[src/rtl/skew_mes_pkg.sv]
// Shared types and default constants for the skew measurement path.
// Contents: the strobe responder state encoding, default timing parameters
// and a small helper for sizing counters from several parameters.
package skew_mes_pkg;

  localparam int unsigned DEF_SETTLE_CYCLES = 16;
  localparam int unsigned DEF_STB_WIDTH     = 4;
  localparam int unsigned DEF_SAMPLE_DELAY  = 3;
  localparam int unsigned DEF_N_VOTES       = 5;
  localparam int unsigned DELAY_CODE_W      = 10;
  localparam int unsigned VOTE_W            = 4;

  typedef enum logic [2:0] {
    ST_IDLE        = 3'd0,
    ST_SETTLE      = 3'd1,
    ST_STROBE      = 3'd2,
    ST_WAIT_SAMPLE = 3'd3,
    ST_ACCUM       = 3'd4,
    ST_DONE        = 3'd5
  } stb_resp_state_t;

  // Largest of three values, used to size a shared phase counter.
  function automatic int unsigned max3(input int unsigned a,
                                       input int unsigned b,
                                       input int unsigned c);
    int unsigned m;
    m = a;
    if (b > m) m = b;
    if (c > m) m = c;
    return m;
  endfunction

endpackage

[src/rtl/cmp_sync.sv]
// Two-flop synchroniser for one asynchronous comparator bit.
// Ports: clk_i clock, arstn_i synchronous active-low reset,
//        d asynchronous input, q synchronised output (reset 0).
module cmp_sync (
  input  logic clk_i,
  input  logic arstn_i,
  input  logic d,
  output logic q
);

  logic meta;

  // First flop may go metastable; second flop gives it a cycle to resolve.
  always_ff @(posedge clk_i) begin
    if (!arstn_i) begin
      meta <= 1'b0;
      q    <= 1'b0;
    end else begin
      meta <= d;
      q    <= meta;
    end
  end

endmodule

[src/rtl/cmp_stb_resp.sv]
// Strobe responder: per request waits for delay-line settling, fires
// N_VOTES comparator latch strobes, synchronises and majority-votes the
// master/slave comparator outputs, and returns one stb_valid_o pulse.
// Ports: clk_i/arstn_i clock and synchronous active-low reset; en_i run
//        enable; stb_req_i request pulse; delay_code_i applied delay code;
//        m/s_cmp_raw_i asynchronous comparator outputs; cmp_stb_o latch
//        strobe; m/s_cmp_out_o voted decisions; stb_valid_o result pulse;
//        busy_o not idle; req_ovf_o sticky request-while-busy flag.
module cmp_stb_resp
  import skew_mes_pkg::*;
#(
  parameter int unsigned SETTLE_CYCLES = DEF_SETTLE_CYCLES,
  parameter int unsigned STB_WIDTH     = DEF_STB_WIDTH,
  parameter int unsigned SAMPLE_DELAY  = DEF_SAMPLE_DELAY,
  parameter int unsigned N_VOTES       = DEF_N_VOTES
) (
  input  logic                    clk_i,
  input  logic                    arstn_i,
  input  logic                    en_i,
  input  logic                    stb_req_i,
  input  logic [DELAY_CODE_W-1:0] delay_code_i,
  input  logic                    m_cmp_raw_i,
  input  logic                    s_cmp_raw_i,
  output logic                    cmp_stb_o,
  output logic                    m_cmp_out_o,
  output logic                    s_cmp_out_o,
  output logic                    stb_valid_o,
  output logic                    busy_o,
  output logic                    req_ovf_o
);

  // Counter holds (length - 1) and counts down to zero.
  localparam int unsigned CNT_MAX = max3(SETTLE_CYCLES, STB_WIDTH, SAMPLE_DELAY);
  localparam int unsigned CNT_W   = (CNT_MAX > 1) ? $clog2(CNT_MAX) : 1;

  stb_resp_state_t state_q, state_d;

  logic [CNT_W-1:0]        cnt_q, cnt_d;
  logic [VOTE_W-1:0]       votes_q, votes_d;
  logic [VOTE_W-1:0]       m_ones_q, m_ones_d;
  logic [VOTE_W-1:0]       s_ones_q, s_ones_d;
  logic [DELAY_CODE_W-1:0] last_code_q, last_code_d;
  logic                    m_out_d, s_out_d, ovf_d;
  logic                    load_settle;
  logic                    m_sync, s_sync;
  logic                    code_chg_c;
  logic                    cnt_zero_c;

  cmp_sync u_m_sync (
    .clk_i   (clk_i),
    .arstn_i (arstn_i),
    .d       (m_cmp_raw_i),
    .q       (m_sync)
  );

  cmp_sync u_s_sync (
    .clk_i   (clk_i),
    .arstn_i (arstn_i),
    .d       (s_cmp_raw_i),
    .q       (s_sync)
  );

  assign code_chg_c = (delay_code_i != last_code_q);
  assign cnt_zero_c = (cnt_q == '0);

  // State, counters and registered outputs.
  always_ff @(posedge clk_i) begin
    if (!arstn_i) begin
      state_q     <= ST_IDLE;
      cnt_q       <= '0;
      votes_q     <= '0;
      m_ones_q    <= '0;
      s_ones_q    <= '0;
      last_code_q <= '0;
      cmp_stb_o   <= 1'b0;
      m_cmp_out_o <= 1'b0;
      s_cmp_out_o <= 1'b0;
      stb_valid_o <= 1'b0;
      busy_o      <= 1'b0;
      req_ovf_o   <= 1'b0;
    end else begin
      state_q     <= state_d;
      cnt_q       <= cnt_d;
      votes_q     <= votes_d;
      m_ones_q    <= m_ones_d;
      s_ones_q    <= s_ones_d;
      last_code_q <= last_code_d;
      // Outputs are decoded from the next state so they line up with it.
      cmp_stb_o   <= (state_d == ST_STROBE);
      stb_valid_o <= (state_d == ST_DONE);
      busy_o      <= (state_d != ST_IDLE);
      m_cmp_out_o <= m_out_d;
      s_cmp_out_o <= s_out_d;
      req_ovf_o   <= ovf_d;
    end
  end

  // Next-state, counter and decision logic.
  always_comb begin
    state_d     = state_q;
    cnt_d       = cnt_q;
    votes_d     = votes_q;
    m_ones_d    = m_ones_q;
    s_ones_d    = s_ones_q;
    last_code_d = last_code_q;
    m_out_d     = m_cmp_out_o;
    s_out_d     = s_cmp_out_o;
    ovf_d       = req_ovf_o | (stb_req_i & (state_q != ST_IDLE));
    load_settle = 1'b0;

    case (state_q)
      ST_IDLE: begin
        if (stb_req_i && en_i) load_settle = 1'b1;
      end
      ST_SETTLE: begin
        if (code_chg_c) begin
          load_settle = 1'b1;
        end else if (cnt_zero_c) begin
          state_d = ST_STROBE;
          cnt_d   = CNT_W'(STB_WIDTH - 1);
        end else begin
          cnt_d = cnt_q - CNT_W'(1);
        end
      end
      ST_STROBE: begin
        if (code_chg_c) begin
          load_settle = 1'b1;
        end else if (cnt_zero_c) begin
          state_d = ST_WAIT_SAMPLE;
          cnt_d   = CNT_W'(SAMPLE_DELAY - 1);
        end else begin
          cnt_d = cnt_q - CNT_W'(1);
        end
      end
      ST_WAIT_SAMPLE: begin
        if (code_chg_c) begin
          load_settle = 1'b1;
        end else if (cnt_zero_c) begin
          state_d = ST_ACCUM;
        end else begin
          cnt_d = cnt_q - CNT_W'(1);
        end
      end
      ST_ACCUM: begin
        if (code_chg_c) begin
          load_settle = 1'b1;
        end else begin
          m_ones_d = m_ones_q + VOTE_W'(m_sync);
          s_ones_d = s_ones_q + VOTE_W'(s_sync);
          votes_d  = votes_q + VOTE_W'(1);
          if (votes_d == VOTE_W'(N_VOTES)) begin
            state_d = ST_DONE;
          end else begin
            state_d = ST_STROBE;
            cnt_d   = CNT_W'(STB_WIDTH - 1);
          end
        end
      end
      ST_DONE: begin
        state_d = ST_IDLE;
      end
      default: begin
        state_d = ST_IDLE;
      end
    endcase

    // Fresh settle window: any accumulated votes belong to a stale code.
    if (load_settle) begin
      state_d     = ST_SETTLE;
      cnt_d       = CNT_W'(SETTLE_CYCLES - 1);
      last_code_d = delay_code_i;
      votes_d     = '0;
      m_ones_d    = '0;
      s_ones_d    = '0;
    end

    if (!en_i) state_d = ST_IDLE;

    // Decisions update only together with the stb_valid_o pulse.
    if (state_d == ST_DONE) begin
      m_out_d = (m_ones_d > VOTE_W'(N_VOTES / 2));
      s_out_d = (s_ones_d > VOTE_W'(N_VOTES / 2));
    end
  end

endmodule
[config.mk]
export PLATFORM = sky130hd
export DESIGN_NAME = cmp_stb_resp
export DESIGN_NICKNAME = d
export VERILOG_FILES = /design/src/rtl/skew_mes_pkg.sv /design/src/rtl/cmp_sync.sv /design/src/rtl/cmp_stb_resp.sv
export SDC_FILE = /design/constraint.sdc
export NUM_CORES = 1
export LEC_CHECK = 0
export BUFFER_PORTS_ARGS = -buffer_cell sky130_fd_sc_hd__buf_2
export CORE_ASPECT_RATIO = 1.2
export CORE_UTILIZATION = 55
export DETAILED_ROUTE_END_ITERATION = 16
export PLACE_DENSITY = 0.81
export SLEW_MARGIN = 10
export SYNTH_ARGS = -nofsm -noshare
export SYNTH_HDL_FRONTEND = slang
export SYNTH_HIERARCHICAL = 1
export SYNTH_SLANG_ARGS = --single-unit
[constraint.sdc]
create_clock -name clk_i -period 4.6 [get_ports clk_i]
set_clock_uncertainty 0.2 [all_clocks]
set_input_delay 0 -clock clk_i [delete_from_list [all_inputs] [get_ports clk_i]]
set_output_delay 0 -clock clk_i [all_outputs]
set_load 0.01 [all_outputs]
## Yosys cells after proc, flatten, opt, wreduce, memory -nomap -nowiden

Cells that the tools add are included.
W data, S select, Z words.

| storage, ports and cells | value |
|---|---|
| input port bits | 16 |
| register bits after elaboration | 39 |
| output and inout bits | 6 |

| operators by class | value |
|---|---|
| add/subtract/negate cells | 4 |
| $lt $le $gt $ge | 2 |
| muxes and demuxes | 30 |
| bitwise operators | 4 |
| equality and inequality tests | 14 |
| reduce and logical (&&, ||, !) cells | 10 |

Operators by type and width:

| kind | count |
|---|---|
| $mux W4 | 15 |
| $mux W3 | 10 |
| $ne A3 B3 Y1 const B | 6 |
| $pmux W4 S4 | 1 |
| $pmux W3 S5 | 1 |
| $ne A10 B10 Y1 | 1 |
| $eq A3 B2 Y1 const B | 3 |
| $add A4 B1 Y4 | 2 |
| $gt A4 B2 Y1 const B | 2 |
| $reduce_and A7 Y1 | 1 |
| $eq A3 B3 Y1 const B | 2 |
| $reduce_bool A3 Y1 | 2 |
| $reduce_bool A5 Y1 | 1 |
| $add A4 B1 Y4 const B | 1 |
| $eq A4 B3 Y1 const B | 1 |
| $logic_not A4 Y1 | 1 |
| $reduce_or A4 Y1 | 1 |
| $sub A4 B1 Y4 const B | 1 |
| $eq A3 B1 Y1 const B | 1 |
| $logic_not A3 Y1 | 1 |
| $mux W1 | 2 |
| $not A1 Y1 | 2 |
| $pmux W1 S2 | 1 |
| $reduce_and A2 Y1 | 1 |
| 4 further kinds | 4 |

## Longest topological paths before layout

| depth | value |
|---|---|
| depth after elaboration | 8 |
| depth in mapped cells | 9 |

## By module

The synthesis kept the hierarchy.

By module, submodules not included:

| module | area an instance (µm²) | times used | seq. area each (µm²) | cells an instance |
|---|---|---|---|---|
| cmp_stb_resp | 2026.9 | 1 | 700.7 | 236 |
| cmp_sync | 52.6 | 2 | 40.0 | 4 |

## Least setup slack after synthesis

Ideal clock, no wire load.

| timing | value |
|---|---|
| path type | reg2reg |
| start point | register votes_q[0] |
| end point | register cnt_q[3] |
| library setup time | 74 ps |
| path slack | 2517 ps |
| data arrival time | 1809 ps |
| cell stages (with the launch flop) | 7 |
| buffers on the path | 0 |
| clock period less this slack | 2083 ps |
| path through | dfxtp_1 ha_1 mux2i_1 o211ai_1 a21o_1 or4b_1 a31oi_1 |

| on the way | value |
|---|---|
| cells in the longest elaborated chain, start to end | 4 |

RTL lines:

| element | RTL line | text |
|---|---|---|
| from (decl) | cmp_stb_resp.sv:39 | `logic [VOTE_W-1:0] votes_q, votes_d;` |
| from (signal assigned) | cmp_stb_resp.sv:84 | `votes_q <= votes_d;` |
| $add A4 B1 Y4 | cmp_stb_resp.sv:150 | `votes_d = votes_q + VOTE_W'(1);` |
| $eq A4 B3 Y1 | cmp_stb_resp.sv:151 | `if (votes_d == VOTE_W'(N_VOTES)) begin` |
| $ne A3 B3 Y1 (no line) | - |  |
| $reduce_and A7 Y1 (no line) | - |  |
| to (signal assigned) | cmp_stb_resp.sv:83 | `cnt_q <= cnt_d;` |
| to (decl) | cmp_stb_resp.sv:38 | `logic [CNT_W-1:0] cnt_q, cnt_d;` |

Every way passes these cells.
A chain may end at the register's enable or synchronous reset.

## Worst setup path after layout

| timing | value |
|---|---|
| start point | register state_q[2] |
| end point | register state_q[2] |

| on the way | value |
|---|---|
| cells in the longest elaborated chain, start to end | 5 |
| elaborated cells on any way between the ends | 17 |

RTL lines:

| element | RTL line | text |
|---|---|---|
| from (decl) | cmp_stb_resp.sv:36 | `stb_resp_state_t state_q, state_d;` |
| from (signal assigned) | cmp_stb_resp.sv:82 | `state_q <= state_d;` |
| $eq A3 B3 Y1, or another cell as far along | cmp_stb_resp.sv:111 | `case (state_q)` |
| $reduce_or A4 Y1 (no line), or another cell as far along | - |  |
| $pmux W1 S2 or $pmux W3 S5 (tied branches) | cmp_stb_resp.sv:111 |  |
| $mux W3 (*) | cmp_stb_resp.sv:168 | `if (load_settle) begin` |
| $mux W3 (*) | cmp_stb_resp.sv:177 | `if (!en_i) state_d = ST_IDLE;` |

Mark *: on every way between the ends. The rest lies on a longest branch, timed or not.

==> flow_summary_export.csv <==
group,metric,value,unit
floorplan,dieArea,0.004131,mm^2
clocking,clock-sinks,39,
timing,finalCriticalPeriod,2.765,ns
yosys,synth_seq_cells,39,
routing,wl_per_cell,13.42,um
floorplan,initial_core_util,58.20,%
floorplan,coreArea,0.003664,mm^2
critical_path,ff2ff_path_depth,5,
yosys,synthTopCellsByCount,"dfxtp_1, nand2_1, a21oi_1, nor2_1, xnor2_1",
critical_path,cp_top_family,"compound AO/OA/AOI/OAI gates",
routing,route.detailed.drc,0,
yosys,yosysTopAreaCellShare,36.62,%
critical_path,worstSetupEndpointType,"flop",
timing,slew_headroom,33.54,%
clocking,clockBufferDepth,2,
timing,timing.final.max_slew_violations,0,
hold_path,hold_class,"reg -> reg",
routing,num_vias,1812,
floorplan,io_pins,22,
clocking,cts_tree,"yes",
run_status,outcome,"complete, no violations",
yosys,synth_area,0.002132,mm^2
placed_design,place_ws,2.042,ns
timing,finalSetupViolCount,0,
yosys,yosysSeqAreaShare,36.62,%
hold_path,min_from,"u_m_sync/meta",
critical_path,crit_type,"reg -> reg",
clocking,clk_latency,0.30,ns
power,power,674.1,uW
critical_path,timing.critical_path.cells,"or3_1 > a21oi_1 > a211o_1 > o2111a_4 > dlygate4sd3_1",
yosys,synth_edf_count,0,
routing,drtIter0Drc,52,
yosys,synthTopCellsByArea,"dfxtp_1, nand2_1, a21oi_1",
timing,fin_setup_tns,0,ns
critical_path,cp_slowest_cell,"dlygate4sd3_1",
global_route,first_global_vias,1731,
yosys,postSynthCellCount,244,
critical_path,r2r_setup_slack,1.83,ns
cells_and_area,layout.nets,303,
yosys,yosysMostFrequentCell,"dfxtp_1",
timing,rsz0062_at_grt,"no",
placed_design,dp_hpwl,3.015,mm
hold_path,hold_depth,1,
routing,viasPerCell,5.474,
timing,final_hold_viol_count,0,
timing,finalWorstSetupSlack,1.835,ns
critical_path,r2r_end,"state_q[2]",
critical_path,cp.arrival,2.81,ns
power,leakage,0.9771,nW
timing,clock.fmax,361.6,MHz
global_route,globalRouteOverflowTotal,0,
yosys,synth_top_cell_by_area,"dfxtp_1",
run,maxCapViolCount,0,
yosys,async_flop_share,0,%
routing,ant_nets,0,
yosys,synth_flop_cell,"dfxtp_1",
clocking,htreeDepth,2,
critical_path,worstPathRequired,4.65,ns
critical_path,cp.depth,5,
global_route,grt_pass1_wl,7.576,mm
routing,dr.pass1.iters,4,
yosys,syn-num-nets,268,
placed_design,port-buffer-count,21,
routing,wirelength,4.441,mm
critical_path,critPathBufInv,1,
yosys,yosys.cell_types.count,54,
cells_and_area,diodes,0,
global_route,grt_usage,24.20,%
global_route,grt_max_degree,19,
clocking,cts_buffers,5,
global_route,antenna_found_initial,0,
cells_and_area,fill_cells,314,
placed_design,gp_congestion,0.8384,
critical_path,crit_fanout,18,
critical_path,start_kind,"flop",
hold_path,min_to,"u_m_sync/q",
floorplan,dieHeight,70.21,um
yosys,yosysWarningCount,6,
yosys,synth_area_per_cell,8.738,um^2
timing,worst_slew_pin_slew,0.9951,ns
critical_path,critPathMaxStageDelay,0.54,ns
floorplan,die_w,58.84,um
critical_path,r2r-start,"state_q[2]",
floorplan,rows,24,
cells_and_area,area_growth,17.02,%
clocking,cts-root-buf,"clkbuf_8",
power,ir_drop,0.0002243,V
power,pwr_density_cell,270.2,mW/mm^2
timing,fin_crit_sh,60.12,%
cells_and_area,drive_above_1_share,14.70,%
clocking,path_clk_slew,0.08,ns
==> where the power goes <==
group	internal, mW	switching, mW
clock	0.118	0.117
combinational	0.0386	0.0454
sequential	0.348	0.00734
total	0.504	0.170
==> cells by family after synthesis <==
group / after synthesis / synth area share (%)
compound gates: 55 / 18.90
xor+xnor: 15 / 6.162
fa+ha+maj: 8 / 4.695
buf+inv: 19 / 4.929
flops: 39 / 36.62
mux: 7 / 3.345
simple gates: 101 / 25.35
==> stage by stage <==
stage / hold WS [ns] / instances / util, % / area [um^2]
2_1_floorplan: -0.08222 / 244 / - / 2132
3_3_place_gp: 0.005034 / 306 / 60.79 / 2227
3_5_place_dp: 0.01849 / 306 / 60.79 / 2227
4_1_cts: 0.2366 / 331 / 68.10 / 2495
5_1_grt: 0.2610 / 331 / 68.10 / 2495
6_report: 0.2402 / 331 / 68.10 / 2495
==> registers in the layout (all words and copies together), names as in the netlist <==
signal,flops
u_s_sync/meta,1
cmp_stb_o,1
req_ovf_o,1
m_cmp_out_o,1
votes_q,4
state_q,3
stb_valid_o,1
m_ones_q,4
s_cmp_out_o,1
u_m_sync/meta,1
u_s_sync/q,1
busy_o,1
cnt_q,4
s_ones_q,4
u_m_sync/q,1
last_code_q,10
==> layer usage <==
layer / share of wire (%) / vias to the layer above / global-route usage [%] / routed length, um
li1: - / 938 / - / -
met1: 45 / 837 / 28.50 / 1983
met2: 51 / 29 / 40.53 / 2246
met3: 2.7 / 8 / 5.370 / 121
met4: 2.0 / 0 / 11.64 / 89
met5: 0 / - / 0 / 0
==> layout by cell type (no fill, tap or decap), types with 5 or more instances in the layout <==
master         synthesis  final
a21oi_1               21     21
a31oi_1                5      5
and2_1                 7      7
nand4_1                5      5
dlygate4sd3_1          0     18
clkbuf_8               0      6
nor2_1                18     18
nand2_1               37     37
inv_1                  8      8
mux2i_1                6      6
buf_2                  3     21
xnor2_1               12     12
nand3_1                5      5
ha_1                   8      8
dfxtp_1               39     39
o21ai_0                7      7
==> worst max path at each step <==
| stage | end | slack [ns] | from |
|---|---|---|---|
| 2_1_floorplan | cnt_q[3] | 2.52 | votes_q[0] |
| 5_1_grt | state_q[2] | 1.68 | state_q[0] |
| 4_1_cts | state_q[2] | 1.83 | state_q[2] |
| 3_5_place_dp | m_cmp_out_o | 2.04 | state_q[2] |
| 6_report | state_q[2] | 1.83 | state_q[2] |
| 3_3_place_gp | m_cmp_out_o | 2.07 | state_q[2] |
==> area by class of cell <==
cell class,count,area [um^2],area share (%)
clock buffer,6,82.58,3.310
clock inverter,1,5.005,0.2006
inverter,8,30.03,1.204
multi-input combinational,186,1246,49.95
sequential,39,780.7,31.29
tap,52,65.06,2.608
timing repair buffer,39,285.3,11.43
==> what timing repair did <==
action | CTS | global route
endpoints found under the hold margin | 24 | 0
setup buffers | 0 | 0
gates resized for setup | 0 | 0
hold buffers | 18 | 0
Power figures use the tool's default switching activity.
